File: src/rtl/cache_axi_pkg.sv
// Shared constants, transfer-type codes and FSM state types for the
// cache-to-AXI arbiter.
package cache_axi_pkg;

   localparam logic [2:0] TYPE_WORD      = 3'b010;
   localparam logic [2:0] TYPE_LINE      = 3'b100;
   localparam logic [1:0] AXI_BURST_INCR = 2'b01;
   localparam logic [2:0] AXI_SIZE_4B    = 3'b010;
   localparam logic [3:0] ID_ICACHE      = 4'd0;
   localparam logic [3:0] ID_DCACHE      = 4'd1;

   typedef enum logic [1:0] {
      R_IDLE,
      R_AR,
      R_DATA
   } rd_state_t;

   typedef enum logic [1:0] {
      W_IDLE,
      W_AW,
      W_DATA,
      W_RESP
   } wr_state_t;

   // A line access is a 4-beat burst; everything else is one word.
   function automatic logic [7:0] burst_len(input logic [2:0] req_type);
      return (req_type == TYPE_LINE) ? 8'd3 : 8'd0;
   endfunction

endpackage

File: src/rtl/axi_wr_channel.sv
// Dcache write-back path: latches one write request and plays it out on the
// AXI AW, W and B channels, one transaction at a time.
module axi_wr_channel
   import cache_axi_pkg::*;
(
   input  logic         clk,
   input  logic         resetn,
   input  logic         req,
   input  logic [2:0]   wr_type,
   input  logic [31:0]  addr,
   input  logic [3:0]   strb,
   input  logic [127:0] data,
   output logic         rdy,
   output logic         busy,
   output logic [27:0]  line,
   output logic [3:0]   awid,
   output logic [31:0]  awaddr,
   output logic [7:0]   awlen,
   output logic [2:0]   awsize,
   output logic [1:0]   awburst,
   output logic         awvalid,
   input  logic         awready,
   output logic [31:0]  wdata,
   output logic [3:0]   wstrb,
   output logic         wlast,
   output logic         wvalid,
   input  logic         wready,
   input  logic         bvalid,
   output logic         bready
);

   wr_state_t    state;
   wr_state_t    state_next;
   logic [1:0]   beat;
   logic [127:0] data_q;
   logic         last_beat;

   assign last_beat = (beat == awlen[1:0]);

   always_ff @(posedge clk or negedge resetn) begin
      if (!resetn) state <= W_IDLE;
      else         state <= state_next;
   end

   always_comb begin
      state_next = state;
      case (state)
         W_IDLE:  if (req)                   state_next = W_AW;
         W_AW:    if (awready)               state_next = W_DATA;
         W_DATA:  if (wready && last_beat)   state_next = W_RESP;
         W_RESP:  if (bvalid)                state_next = W_IDLE;
         default:                            state_next = W_IDLE;
      endcase
   end

   // Request fields are captured on acceptance and held until the next one,
   // so every AXI field stays stable while its valid is high.
   always_ff @(posedge clk or negedge resetn) begin
      if (!resetn) begin
         awid   <= 4'd0;
         awaddr <= 32'd0;
         awlen  <= 8'd0;
         wstrb  <= 4'd0;
         data_q <= 128'd0;
         beat   <= 2'd0;
      end else if (state == W_IDLE && req) begin
         awid   <= ID_DCACHE;
         awaddr <= addr;
         awlen  <= burst_len(wr_type);
         wstrb  <= (wr_type == TYPE_LINE) ? 4'hf : strb;
         data_q <= data;
         beat   <= 2'd0;
      end else if (state == W_DATA && wready) begin
         beat   <= beat + 2'd1;
      end
   end

   assign rdy     = resetn && (state == W_IDLE);
   assign busy    = (state != W_IDLE);
   assign line    = awaddr[31:4];
   assign awsize  = AXI_SIZE_4B;
   assign awburst = AXI_BURST_INCR;
   assign awvalid = (state == W_AW);
   assign wvalid  = (state == W_DATA);
   assign wlast   = (state == W_DATA) && last_beat;
   assign wdata   = data_q[{beat, 5'b00000} +: 32];
   assign bready  = (state == W_RESP);

endmodule

File: src/rtl/cache_axi_arbiter.sv
// Shares one AXI3 master between icache reads and dcache reads/write-backs,
// with one read and one write outstanding and read-after-write line blocking.
module cache_axi_arbiter
   import cache_axi_pkg::*;
(
   input  logic         clk,
   input  logic         resetn,
   input  logic         ic_rd_req,
   input  logic [2:0]   ic_rd_type,
   input  logic [31:0]  ic_rd_addr,
   output logic         ic_rd_rdy,
   output logic         ic_ret_valid,
   output logic         ic_ret_last,
   input  logic         dc_rd_req,
   input  logic [2:0]   dc_rd_type,
   input  logic [31:0]  dc_rd_addr,
   output logic         dc_rd_rdy,
   output logic         dc_ret_valid,
   output logic         dc_ret_last,
   output logic [31:0]  ret_data,
   input  logic         dc_wr_req,
   input  logic [2:0]   dc_wr_type,
   input  logic [31:0]  dc_wr_addr,
   input  logic [3:0]   dc_wr_wstrb,
   input  logic [127:0] dc_wr_data,
   output logic         dc_wr_rdy,
   output logic [3:0]   arid,
   output logic [31:0]  araddr,
   output logic [7:0]   arlen,
   output logic [2:0]   arsize,
   output logic [1:0]   arburst,
   output logic         arvalid,
   input  logic         arready,
   input  logic [3:0]   rid,
   input  logic [31:0]  rdata,
   input  logic [1:0]   rresp,
   input  logic         rlast,
   input  logic         rvalid,
   output logic         rready,
   output logic [3:0]   awid,
   output logic [31:0]  awaddr,
   output logic [7:0]   awlen,
   output logic [2:0]   awsize,
   output logic [1:0]   awburst,
   output logic         awvalid,
   input  logic         awready,
   output logic [31:0]  wdata,
   output logic [3:0]   wstrb,
   output logic         wlast,
   output logic         wvalid,
   input  logic         wready,
   input  logic [3:0]   bid,
   input  logic [1:0]   bresp,
   input  logic         bvalid,
   output logic         bready
);

   rd_state_t   rstate;
   rd_state_t   rstate_next;
   logic        owner_dc;
   logic        wr_busy;
   logic [27:0] wr_line;
   logic        wr_accept;
   logic        dc_hazard;
   logic        ic_hazard;
   logic        rd_idle;
   logic        unused_inputs;

   assign unused_inputs = ^{rid, rresp, bid, bresp};

   axi_wr_channel u_wr (
      .clk     (clk),
      .resetn  (resetn),
      .req     (dc_wr_req),
      .wr_type (dc_wr_type),
      .addr    (dc_wr_addr),
      .strb    (dc_wr_wstrb),
      .data    (dc_wr_data),
      .rdy     (dc_wr_rdy),
      .busy    (wr_busy),
      .line    (wr_line),
      .awid    (awid),
      .awaddr  (awaddr),
      .awlen   (awlen),
      .awsize  (awsize),
      .awburst (awburst),
      .awvalid (awvalid),
      .awready (awready),
      .wdata   (wdata),
      .wstrb   (wstrb),
      .wlast   (wlast),
      .wvalid  (wvalid),
      .wready  (wready),
      .bvalid  (bvalid),
      .bready  (bready)
   );

   // A read must not overtake a write to the same line, whether that write is
   // already in flight or being accepted this very cycle.
   assign wr_accept = dc_wr_req && dc_wr_rdy;
   assign dc_hazard = (wr_busy && dc_rd_addr[31:4] == wr_line) ||
                      (wr_accept && dc_rd_addr[31:4] == dc_wr_addr[31:4]);
   assign ic_hazard = (wr_busy && ic_rd_addr[31:4] == wr_line) ||
                      (wr_accept && ic_rd_addr[31:4] == dc_wr_addr[31:4]);

   // A blocked dcache request keeps the grant, so icache cannot slip past it.
   assign rd_idle   = resetn && (rstate == R_IDLE);
   assign dc_rd_rdy = rd_idle && dc_rd_req && !dc_hazard;
   assign ic_rd_rdy = rd_idle && !dc_rd_req && ic_rd_req && !ic_hazard;

   always_ff @(posedge clk or negedge resetn) begin
      if (!resetn) rstate <= R_IDLE;
      else         rstate <= rstate_next;
   end

   always_comb begin
      rstate_next = rstate;
      case (rstate)
         R_IDLE:  if (dc_rd_rdy || ic_rd_rdy) rstate_next = R_AR;
         R_AR:    if (arready)                rstate_next = R_DATA;
         R_DATA:  if (rvalid && rlast)        rstate_next = R_IDLE;
         default:                             rstate_next = R_IDLE;
      endcase
   end

   always_ff @(posedge clk or negedge resetn) begin
      if (!resetn) begin
         owner_dc <= 1'b0;
         arid     <= 4'd0;
         araddr   <= 32'd0;
         arlen    <= 8'd0;
      end else if (dc_rd_rdy) begin
         owner_dc <= 1'b1;
         arid     <= ID_DCACHE;
         araddr   <= dc_rd_addr;
         arlen    <= burst_len(dc_rd_type);
      end else if (ic_rd_rdy) begin
         owner_dc <= 1'b0;
         arid     <= ID_ICACHE;
         araddr   <= ic_rd_addr;
         arlen    <= burst_len(ic_rd_type);
      end
   end

   assign arsize       = AXI_SIZE_4B;
   assign arburst      = AXI_BURST_INCR;
   assign arvalid      = (rstate == R_AR);
   assign rready       = (rstate == R_DATA);
   assign ret_data     = rdata;
   assign dc_ret_valid = rready && owner_dc && rvalid;
   assign dc_ret_last  = rready && owner_dc && rlast;
   assign ic_ret_valid = rready && !owner_dc && rvalid;
   assign ic_ret_last  = rready && !owner_dc && rlast;

endmodule

File: config.mk
export PLATFORM = sky130hd
export DESIGN_NAME = cache_axi_arbiter
export DESIGN_NICKNAME = d
export VERILOG_FILES = /design/src/rtl/cache_axi_pkg.sv /design/src/rtl/axi_wr_channel.sv /design/src/rtl/cache_axi_arbiter.sv
export SDC_FILE = /design/constraint.sdc
export NUM_CORES = 1
export LEC_CHECK = 0
export ABC_CLOCK_PERIOD_IN_PS = 2500
export BUFFER_PORTS_ARGS = -buffer_cell sky130_fd_sc_hd__buf_4
export CORE_AREA = 2 2 181 183
export DETAILED_ROUTE_END_ITERATION = 6
export DIE_AREA = 0 0 183 185
export RECOVER_POWER = 25
export SYNTH_ARGS = -nofsm -noshare
export SYNTH_HDL_FRONTEND = slang
export SYNTH_HIERARCHICAL = 1
export SYNTH_SLANG_ARGS = --single-unit
export TNS_END_PERCENT = 30
File: constraint.sdc
create_clock -name clk -period 2.5 [get_ports clk]
set_clock_uncertainty 0.2 [all_clocks]
set_input_delay 0.375 -clock clk [delete_from_list [all_inputs] [get_ports clk]]
set_output_delay 0.375 -clock clk [all_outputs]
set_load 0.01 [all_outputs]
==> qor.yml, run 1 <==
run_status:
  status: "complete, but fails checks"
  violations: "negative setup slack"
hold_path:
  min_to: "araddr[21]"
  hp-class: "input pin to flip-flop"
  worstHoldStart: "dc_rd_addr[21]"
  hold_depth: 3
synth:
  async_flop_share: 1.00
  synth.top_cell.area_share: 0.464
  synth-warning-count: 6
  syn_area_mm2: 0.0111
  netlist_instances: 1225
  ys.flop_type: "dfrtp_1"
  synth_edf_count: 0
  synth_area_leaders: "dfrtp_1 (46%), nand2_1 (17%), mux4_2 (6.5%)"
  synth_cell_types: 47
  synth_top_area_cell: "dfrtp_1"
  ys_ff_latch: 206
  avgSynthCellArea_um2: 9.07
  synth-seq-area-share: 0.464
timing:
  fmax_mhz: 342
  grt_setup_unrepaired: "yes"
  finalCriticalPeriod_ns: 2.92
  slew_headroom: 0.116
  tightest_slew_ns: 1.33
  timing.final.hold_violations: 0
  maxSlewViolCount: 0
  min_period_over_period: 1.17
  setup_slack_ns: -0.423
  fin_tns_setup_ns: -1.92
  setup_viol: 49
grt:
  grt_usage: 0.241
  grt_pass1_vias: 11100
  globalRouteOverflowTotal: 0
  grt_pass1_wl_mm: 63.1
  grt_max_degree: 75
  grt_antenna_before_repair: 0
route:
  drc: 0
  ant_nets: 0
  num_vias: 10900
  wire_per_inst_um: 19.0
  dr.pass1.iters: 5
  viasPerCell: 4.92
  wl_mm: 42.2
  drtIter0Drc: 709
worst_setup_path:
  r2r_start: "u_wr/awaddr[23]"
  critPathMaxStageDelay_ns: 0.44
  critPathArrivalTime_ns: 2.35
  reg2reg_slack_ns: -0.03
  critPathKind: "flip-flop to primary output"
  cp-end-kind: "primary output"
  cp_num_buf_inv: 2
  startpoint_type: "flip-flop"
  crit_required_ns: 1.92
  worstReg2RegEnd: "araddr[3]"
  cpMaxStageDelayCell: "dfrtp_2"
  worstPathMaxFanout: 3
  crit_family: "simple AND/OR/NAND/NOR gates"
  r2r_cells: 9
  crit_path_cell_trace: "xor2_1 > nor4_2 > nand4_1 > nor4_4 > buf_12 > nor2_4 > buf_6"
place:
  gp_congestion: 0.927
  dp_hpwl_mm: 29.0
  pre_cts_ws_ns: -0.121
  port-buffer-count: 366
cells_and_area:
  areaGrowthSynthToFinish_pct: 59.0
  nets: 2090
  fillers: 2745
  finish.utilization: 0.551
  antenna_cells: 0
  final_layout_size_suffix_gt1_frac: 0.301
flow_run:
  cap_viol_max_count: 0
clock_network:
  clock_path_buffers: 3
  insertion_delay_ns: 0.54
  cts.sinks: 206
  cts_buffers: 25
  htree_levels: 1
  cts_tree: "built"
  clockRootBuffer: "clkbuf_16"
  clkTransAtPathRegs_ns: 0.05
pwr:
  ir_drop_uv: 756
  power_uw: 18300
  p_per_area_mw_per_mm2: 1040
  leakage_uw: 0.00863
die:
  io_pins: 471
  start_util: 0.347
  num_rows: 66
  core_region_area_mm2: 0.0320
  dieHeight_um: 185
  die_w_um: 183
  die_area_mm2: 0.0339
-- cell families after synthesis --
logic type                 share of synthesized area
buffers and inverters                         0.0892
and+or+nand+nor                                0.237
AOI/OAI and AO/OA                             0.0465
adders and majority gates                    0.00563
DFF                                            0.464
muxes                                         0.0662
other                                        0.00135
xor gates and xnor gates                      0.0899
-- cell usage in the layout, fill, tap and decap left out, types with 6 or more instances in the layout --
cell           synthesis  routed
clkbuf_1              48       8
buf_4                 95     393
nand4_1               15      15
clkbuf_16              0      27
nand2_1              489     487
nand3b_1              33      33
buf_12                 0      10
nor3_1                36      36
dfrtp_1              206     202
mux4_2                32      32
nor2_1                 7       6
a31oi_1               34      33
buf_6                  1      38
clkbuf_8               0       7
conb_1                 4      28
o21ai_0               32      22
nor4_1                15      13
xnor2_1               49      48
o21ai_1                2      12
xor2_1                65      65
dlygate4sd3_1          0     223
-- timing repair --
item / 4_1_cts / 5_1_grt
resized for setup: 51 / 30
cloned: 2 / 3
endpoints found under the hold margin: 302 / 0
pin swaps: 13 / 21
setup buffers: 9 / 2
hold buffers: 223 / 0
endpoints found under the setup margin: 53 / 69
-- sequential cells by signal (all words and copies together) (netlist names) --
register	cells
arlen	1
araddr	32
u_wr/awlen	1
arid	1
u_wr/awaddr	32
u_wr/data_q	128
u_wr/awid	1
rstate	2
u_wr/beat	2
u_wr/wstrb	4
u_wr/state	2
-- Yosys cell counts (8+ instances only) --
master / count
dfrtp_1: 206
buf_4: 95
clkbuf_1: 48
a31oi_1: 34
xor2_1: 65
xnor2_1: 49
nor4_1: 15
nor3_1: 36
nand2_1: 489
buf_2: 8
nand3b_1: 33
nand4_1: 15
mux4_2: 32
o21ai_0: 32
-- through the flow --
| stage | std cells | hold WS, ns | instance area, um2 |
|---|---|---|---|
| after floorplan | 1249 | -0.121 | 11200 |
| after global placement | 1935 | 0.252 | 14200 |
| after detailed placement | 1935 | 0.256 | 14200 |
| after CTS | 2214 | 0.00857 | 17500 |
| after global routing | 2219 | 0.0313 | 17700 |
| final | 2219 | 0.0353 | 17700 |
-- worst register-to-register path, cell delays in order (launching register included) --
cell	delay [ns]
dfrtp_2	0.44
xor2_1	0.16
nor4_2	0.37
nand4_1	0.23
nor4_4	0.31
buf_12	0.15
buf_12	0.15
clkbuf_16	0.17
nand3b_1	0.11
a31oi_1	0.10
-- report_power, final --
| group | internal [uW] | switching (uW) | leakage, uW |
|---|---|---|---|
| Clock | 2240 | 1480 | 0.000411 |
| Sequential | 4920 | 1120 | 0.00252 |
| Combinational | 4470 | 4080 | 0.00569 |
-- area by class of cell --
| class | instances | area (um2) | area share |
|---|---|---|---|
| flip-flops and latches | 206 | 5160 | 0.292 |
| multi-input cells | 879 | 5120 | 0.290 |
| repair buffers | 675 | 6010 | 0.340 |
| inverters | 6 | 27.5 | 0.00156 |
| well taps | 408 | 510 | 0.0289 |
| clock inverters | 6 | 98.8 | 0.00559 |
| clock buffers | 39 | 738 | 0.0418 |
-- metal layers --
metal / track usage / vias to the layer above / share of wire
met4: 0.116 / 0 / 0.057
met3: 0.0566 / 111 / 0.078
li1: - / 5041 / -
met2: 0.418 / 542 / 0.49
met1: 0.280 / 5231 / 0.38
met5: 0 / - / 0
-- worst max path at each step --
stage	startpoint	endpoint	slack (ns)	cells past startpoint
floorplan	u_wr/awaddr[25]	dc_rd_rdy	0.11	8
global placement	dc_rd_addr[25]	dc_rd_rdy	-0.12	8
detailed placement	dc_rd_addr[18]	araddr[3]	-0.12	8
CTS	u_wr/state[1]	dc_rd_rdy	-0.43	10
global route	u_wr/awaddr[31]	dc_rd_rdy	-0.48	7
finish	u_wr/awaddr[23]	ic_rd_rdy	-0.42	7
Note: power is estimated with default switching activity, not from simulation.
==> run 2, diff against run 1 <==
- CORE_AREA: 2 2 181 183 -> 2 2 184 186
- DIE_AREA: 0 0 183 185 -> 0 0 186 188
- SYNTH_HIERARCHICAL: 1 -> unset
==> qor.yml, run 2 <==
synth:
  ys.flop_type: "dfrtp_1"
  synth_cell_types: 40
  synth_top_area_cell: "dfrtp_1"
  synth_area_leaders: "dfrtp_1 (48%), nand2_1 (17%), mux4_2 (6.7%)"
  ys_ff_latch: 206
  async_flop_share: 1.00
  yosysMostFrequentCell: "nand2_1"
  netlist_instances: 1208
  synth_edf_count: 0
  synth-seq-area-share: 0.477
  synth.top_cell.area_share: 0.477
  synth_common_cells: "nand2_1 (491), dfrtp_1 (206), xor2_1 (79), buf_4 (63), clkbuf_1 (51)"
  avgSynthCellArea_um2: 8.95
  synth-warning-count: 0
  syn_area_mm2: 0.0108
worst_setup_path:
  crit_family: "simple AND/OR/NAND/NOR gates"
  reg2reg_slack_ns: 0
  crit_path_cell_trace: "xor2_1 > nor4_2 > buf_4 > nand4_1 > o2111ai_2 > or2_1 > inv_2 > buf_4"
  crit_required_ns: 1.92
  critPathMaxStageDelay_ns: 0.45
  critPathKind: "flip-flop to primary output"
  worstPathMaxFanout: 4
  startpoint_type: "flip-flop"
  worstReg2RegEnd: "araddr[4]"
  cp_num_buf_inv: 3
  r2r_cells: 8
  cp-end-kind: "primary output"
  crit_top_cell: "buf_4"
  r2r_start: "u_wr.state[1]"
  critPathArrivalTime_ns: 2.37
  cpMaxStageDelayCell: "dfrtp_2"
timing:
  tightest_slew_ns: 0.763
  maxSlewViolCount: 0
  finalCriticalPeriod_ns: 2.94
  timing.final.hold_violations: 0
  min_period_over_period: 1.18
  hold_ws_ns: 0.0250
  fmax_mhz: 340
  setup_slack_ns: -0.444
  setup_viol: 25
  grt_setup_unrepaired: "yes"
  slew_headroom: 0.491
die:
  io_pins: 471
  die_w_um: 186
  dieHeight_um: 188
  die_area_mm2: 0.0350
  start_util: 0.327
  core_region_area_mm2: 0.0331
  num_rows: 67
hold_path:
  min_to: "u_wr.beat[0]"
  hold_depth: 4
  worstHoldStart: "wready"
  hp-class: "input pin to flip-flop"
clock_network:
  cts_tree: "built"
  clock_path_buffers: 3
  htree_levels: 1
  clkTransAtPathRegs_ns: 0.06
  clockRootBuffer: "clkbuf_16"
  cts.sinks: 206
  cts_buffers: 25
  insertion_delay_ns: 0.53
route:
  wire_per_inst_um: 19.3
  viasPerCell: 4.91
  wl_mm: 44.0
  drtIter0Drc: 649
  num_vias: 11200
  ant_nets: 0
  dr.pass1.iters: 5
  drc: 0
cells_and_area:
  final_area_mm2: 0.0177
  reg_top3: "u_wr.data_q: 128 flops, araddr: 32 flops, u_wr.awaddr: 32 flops"
  seqCellArea_mm2: 0.00516
  finish.utilization: 0.535
  nets: 2112
  multiInputGateArea_mm2: 0.00509
  areaGrowthSynthToFinish_pct: 64.0
  largest_register_ffs: 128
  final_cell_mix: "nand2_1 (490), buf_4 (411), dlygate4sd3_1 (215)"
  antenna_cells: 0
  top_register: "u_wr.data_q"
  final_layout_size_suffix_gt1_frac: 0.308
  fillers: 2889
  final_common_cell: "nand2_1"
pwr:
  p_per_area_mw_per_mm2: 1040
  leakage_uw: 0.00872
  ir_drop_uv: 589
grt:
  globalRouteOverflowTotal: 0
  grt_pass1_wl_mm: 65.5
  grt_pass1_vias: 11500
  grt_max_degree: 126
  grt_usage: 0.242
  grt_antenna_before_repair: 0
place:
  port-buffer-count: 366
  gp_congestion: 0.888
  dp_hpwl_mm: 29.6
  dpl-instance-area_mm2: 0.0143
run_status:
  status: "complete, but fails checks"
  violations: "negative setup slack"
flow_run:
  cap_viol_max_count: 0
[run 2: how the worst max path moves through the flow]
stage	slack (ns)	depth (start not counted)	endpoint	startpoint
after floorplan	0.008	9	rstate[0]	u_wr.state[1]
after global placement	-0.18	9	arlen[0]	dc_rd_addr[6]
after detailed placement	-0.25	9	araddr[26]	dc_rd_addr[6]
after CTS	-0.48	8	dc_rd_rdy	u_wr.state[1]
after global routing	-0.55	8	dc_rd_rdy	u_wr.awaddr[23]
final	-0.44	8	dc_rd_rdy	u_wr.awaddr[23]
[run 2: final cells by class]
type / count / share of cell area
repair buffers: 684 / 0.343
flip-flops and latches: 206 / 0.291
multi-input cells: 890 / 0.287
clock buffers: 33 / 0.0404
well taps: 448 / 0.0316
clock inverters: 11 / 0.00522
inverters: 8 / 0.00169
[run 2: where the power goes]
group	leakage, uW	total (uW)	internal (uW)	switching (uW)
Sequential	0.00252	6110	4920	1180
Clock	0.000400	3580	2110	1470
Combinational	0.00580	8740	4460	4280
[run 2: repair_timing]
item,CTS,global route
setup endpoints to repair,67,70
endpoints found under the hold margin,404,0
hold buffers,216,0
pin swaps,7,14
gates cloned,3,4
buffers inserted,7,7
resized for setup,32,35
[run 2: through the flow]
| stage | instances | TNS, ns | setup WS, ns | total power, uW |
|---|---|---|---|---|
| floorplan | 1234 | 0 | 0.00814 | 10000 |
| global placement | 2000 | -5.07 | -0.176 | 13700 |
| detailed placement | 2000 | -7.65 | -0.250 | 13800 |
| CTS | 2270 | -4.99 | -0.483 | 18300 |
| global route | 2280 | -5.25 | -0.547 | 19600 |
| finish | 2280 | -1.33 | -0.444 | 18400 |
[run 2: cell families after synthesis]
family                   after synthesis  share of synthesized area
XOR/XNOR                             114                     0.0923
other                                  2                   0.000695
AND/OR/NAND/NOR                      628                      0.242
multiplexers                          32                     0.0667
adder cells (fa/ha/maj)                5                    0.00579
AO/OA/AOI/OAI                         83                     0.0458
flip-flops                           206                      0.477
buffers and inverters                138                     0.0704
[run 2: per-layer routing]
layer,vias up,track usage,routed length (um)
met5,-,0,0
met1,5386,0.289,16900
met2,591,0.419,21300
met4,0,0.0921,1860
met3,104,0.0577,3960
li1,5116,-,-
[run 2: tightest hold or removal path: cells and delay by family]
kind                      cells  cell delay [ns]
buffers and inverters         1             0.09
and+or+nand+nor               2             0.11
xor gates and xnor gates      1             0.13
==> run 3, diff against run 2 <==
- PLACE_DENSITY: unset -> 0.67
- TNS_END_PERCENT: 30 -> unset
==> qor.yml, run 3 (synthesized netlist as in run 2, its figures left out) <==
cells_and_area:
  fillers: 2791
  reg_top3: "u_wr.data_q: 128 flops, araddr: 32 flops, u_wr.awaddr: 32 flops"
  areaGrowthSynthToFinish_pct: 65.5
  top_register: "u_wr.data_q"
  final_common_cell: "nand2_1"
  finish.utilization: 0.540
  largest_register_ffs: 128
  nets: 2124
  final_layout_size_suffix_gt1_frac: 0.316
  final_cell_mix: "nand2_1 (490), buf_4 (415), dlygate4sd3_1 (213)"
grt:
  top_usage_layer: "met2"
  grt_pass1_vias: 11800
  grt_pass1_wl_mm: 67.2
  grt_usage: 0.251
  grt_antenna_before_repair: 2
  grtUsageMet3: 0.0604
  grt_max_degree: 170
  grt.met2_usage: 0.424
  globalRouteMet1Util: 0.285
  globalRouteOverflowTotal: 0
timing:
  fmax_mhz: 331
  grt_setup_unrepaired: "yes"
  setup_slack_ns: -0.517
  timing.final.hold_violations: 0
  maxSlewViolCount: 170
  hold_ws_ns: 0.00954
  tightest_slew_ns: 1.67
  min_period_over_period: 1.21
  setup_viol: 19
  slew_headroom: -0.114
  finalCriticalPeriod_ns: 3.02
pwr:
  leakage_uw: 0.00880
  p_per_area_mw_per_mm2: 1060
  ir_drop_uv: 600
  power_uw: 19000
route:
  wire_per_inst_um: 19.8
  drtIter0Drc: 817
  viasPerCell: 5.03
  ant_nets: 0
  num_vias: 11500
  drc: 0
  dr.pass1.iters: 5
  wl_mm: 45.3
clock_network:
  cts.sinks: 206
  clockRootBuffer: "clkbuf_16"
  clock_path_buffers: 3
  clkTransAtPathRegs_ns: 0.06
  cts_buffers: 25
  htree_levels: 1
  cts_tree: "built"
  insertion_delay_ns: 0.52
worst_setup_path:
  startpoint_type: "flip-flop"
  crit_required_ns: 1.92
  cp-end-kind: "primary output"
  worstPathMaxFanout: 4
  crit_path_cell_trace: "xor2_4 > nor4_4 > buf_4 > nand4_1 > o2111ai_2 > or2_4 > inv_4 > buf_6"
  critPathKind: "flip-flop to primary output"
  cpMaxStageDelayCell: "dfrtp_2"
  critPathMaxStageDelay_ns: 0.47
  crit_family: "simple AND/OR/NAND/NOR gates"
  cp_num_buf_inv: 3
  critPathArrivalTime_ns: 2.44
die:
  core_region_area_mm2: 0.0331
  die_area_mm2: 0.0350
  dieHeight_um: 188
  num_rows: 67
  die_w_um: 186
  start_util: 0.327
  io_pins: 471
place:
  port-buffer-count: 366
  gp_congestion: 0.917
  dp_hpwl_mm: 29.1
hold_path:
  hp-class: "input pin to flip-flop"
flow_run:
  cap_viol_max_count: 1
run_status:
  status: "complete, but fails checks"
  violations: "max-capacitance violations, max-slew violations, negative setup slack"
## run 3: per-layer routing
layer / wire length, um / vias to the layer above
met3: 4270 / 170
met5: 13 / -
met1: 16500 / 5502
met4: 2930 / 2
met2: 21600 / 719
li1: - / 5132
## run 3: tightest hold or removal path: stages
cell     delay (ns)
buf_4          0.08
nor3b_1        0.06
nand3_2        0.09
a31oi_1        0.08
## run 3: final timing paths
kind / slack [ns] / from / to / cells past startpoint
setup / recovery: -0.52 / u_wr.awaddr[18] / dc_rd_rdy / 8
hold / removal: 0.01 / ic_rd_type[0] / arlen[0] / 4
setup reg to reg: -0.03 / u_wr.awaddr[18] / araddr[21] / 8
hold reg to reg: 0.27 / u_wr.data_q[104] / u_wr.data_q[104] / 2
max in group asynchronous: 0.38 / resetn / u_wr.data_q[1] / 3
min in group asynchronous: 0.48 / resetn / u_wr.awaddr[4] / 3
## run 3: where the power goes
group | internal, uW | switching (uW)
Combinational | 4720 | 4510
Sequential | 4930 | 1160
Clock | 2220 | 1440
Total | 11900 | 7100
## run 3: cell type report
| type | instances | area (um2) | share of cell area |
|---|---|---|---|
| Clock inverter | 6 | 80.1 | 0.00447 |
| Antenna cell | 1 | 2.50 | 0.000140 |
| Tap cell | 448 | 561 | 0.0313 |
| Clock buffer | 34 | 729 | 0.0408 |
| Multi-Input combinational cell | 890 | 5130 | 0.287 |
| Inverter | 8 | 32.5 | 0.00182 |
| Sequential cell | 206 | 5160 | 0.289 |
| Timing Repair Buffer | 696 | 6200 | 0.346 |
## run 3: per-stage QoR
stage | area (um2) | TNS, ns | setup slack, ns | std cells
global placement | 14300 | -9.33 | -0.332 | 2011
detailed placement | 14300 | -10.56 | -0.360 | 2011
global route | 17900 | -3.97 | -0.588 | 2289
floorplan | 10900 | 0 | 0.00814 | 1234
CTS | 17600 | -1.25 | -0.428 | 2280
finish | 17900 | -1.07 | -0.517 | 2289
## run 3: what timing repair did
item	4_1_cts	5_1_grt
cloned	2	2
pin swaps	15	15
endpoints found under the setup margin	70	66
gates resized for setup	52	47
hold buffers	212	1
hold endpoints to repair	215	1
buffers inserted	15	7
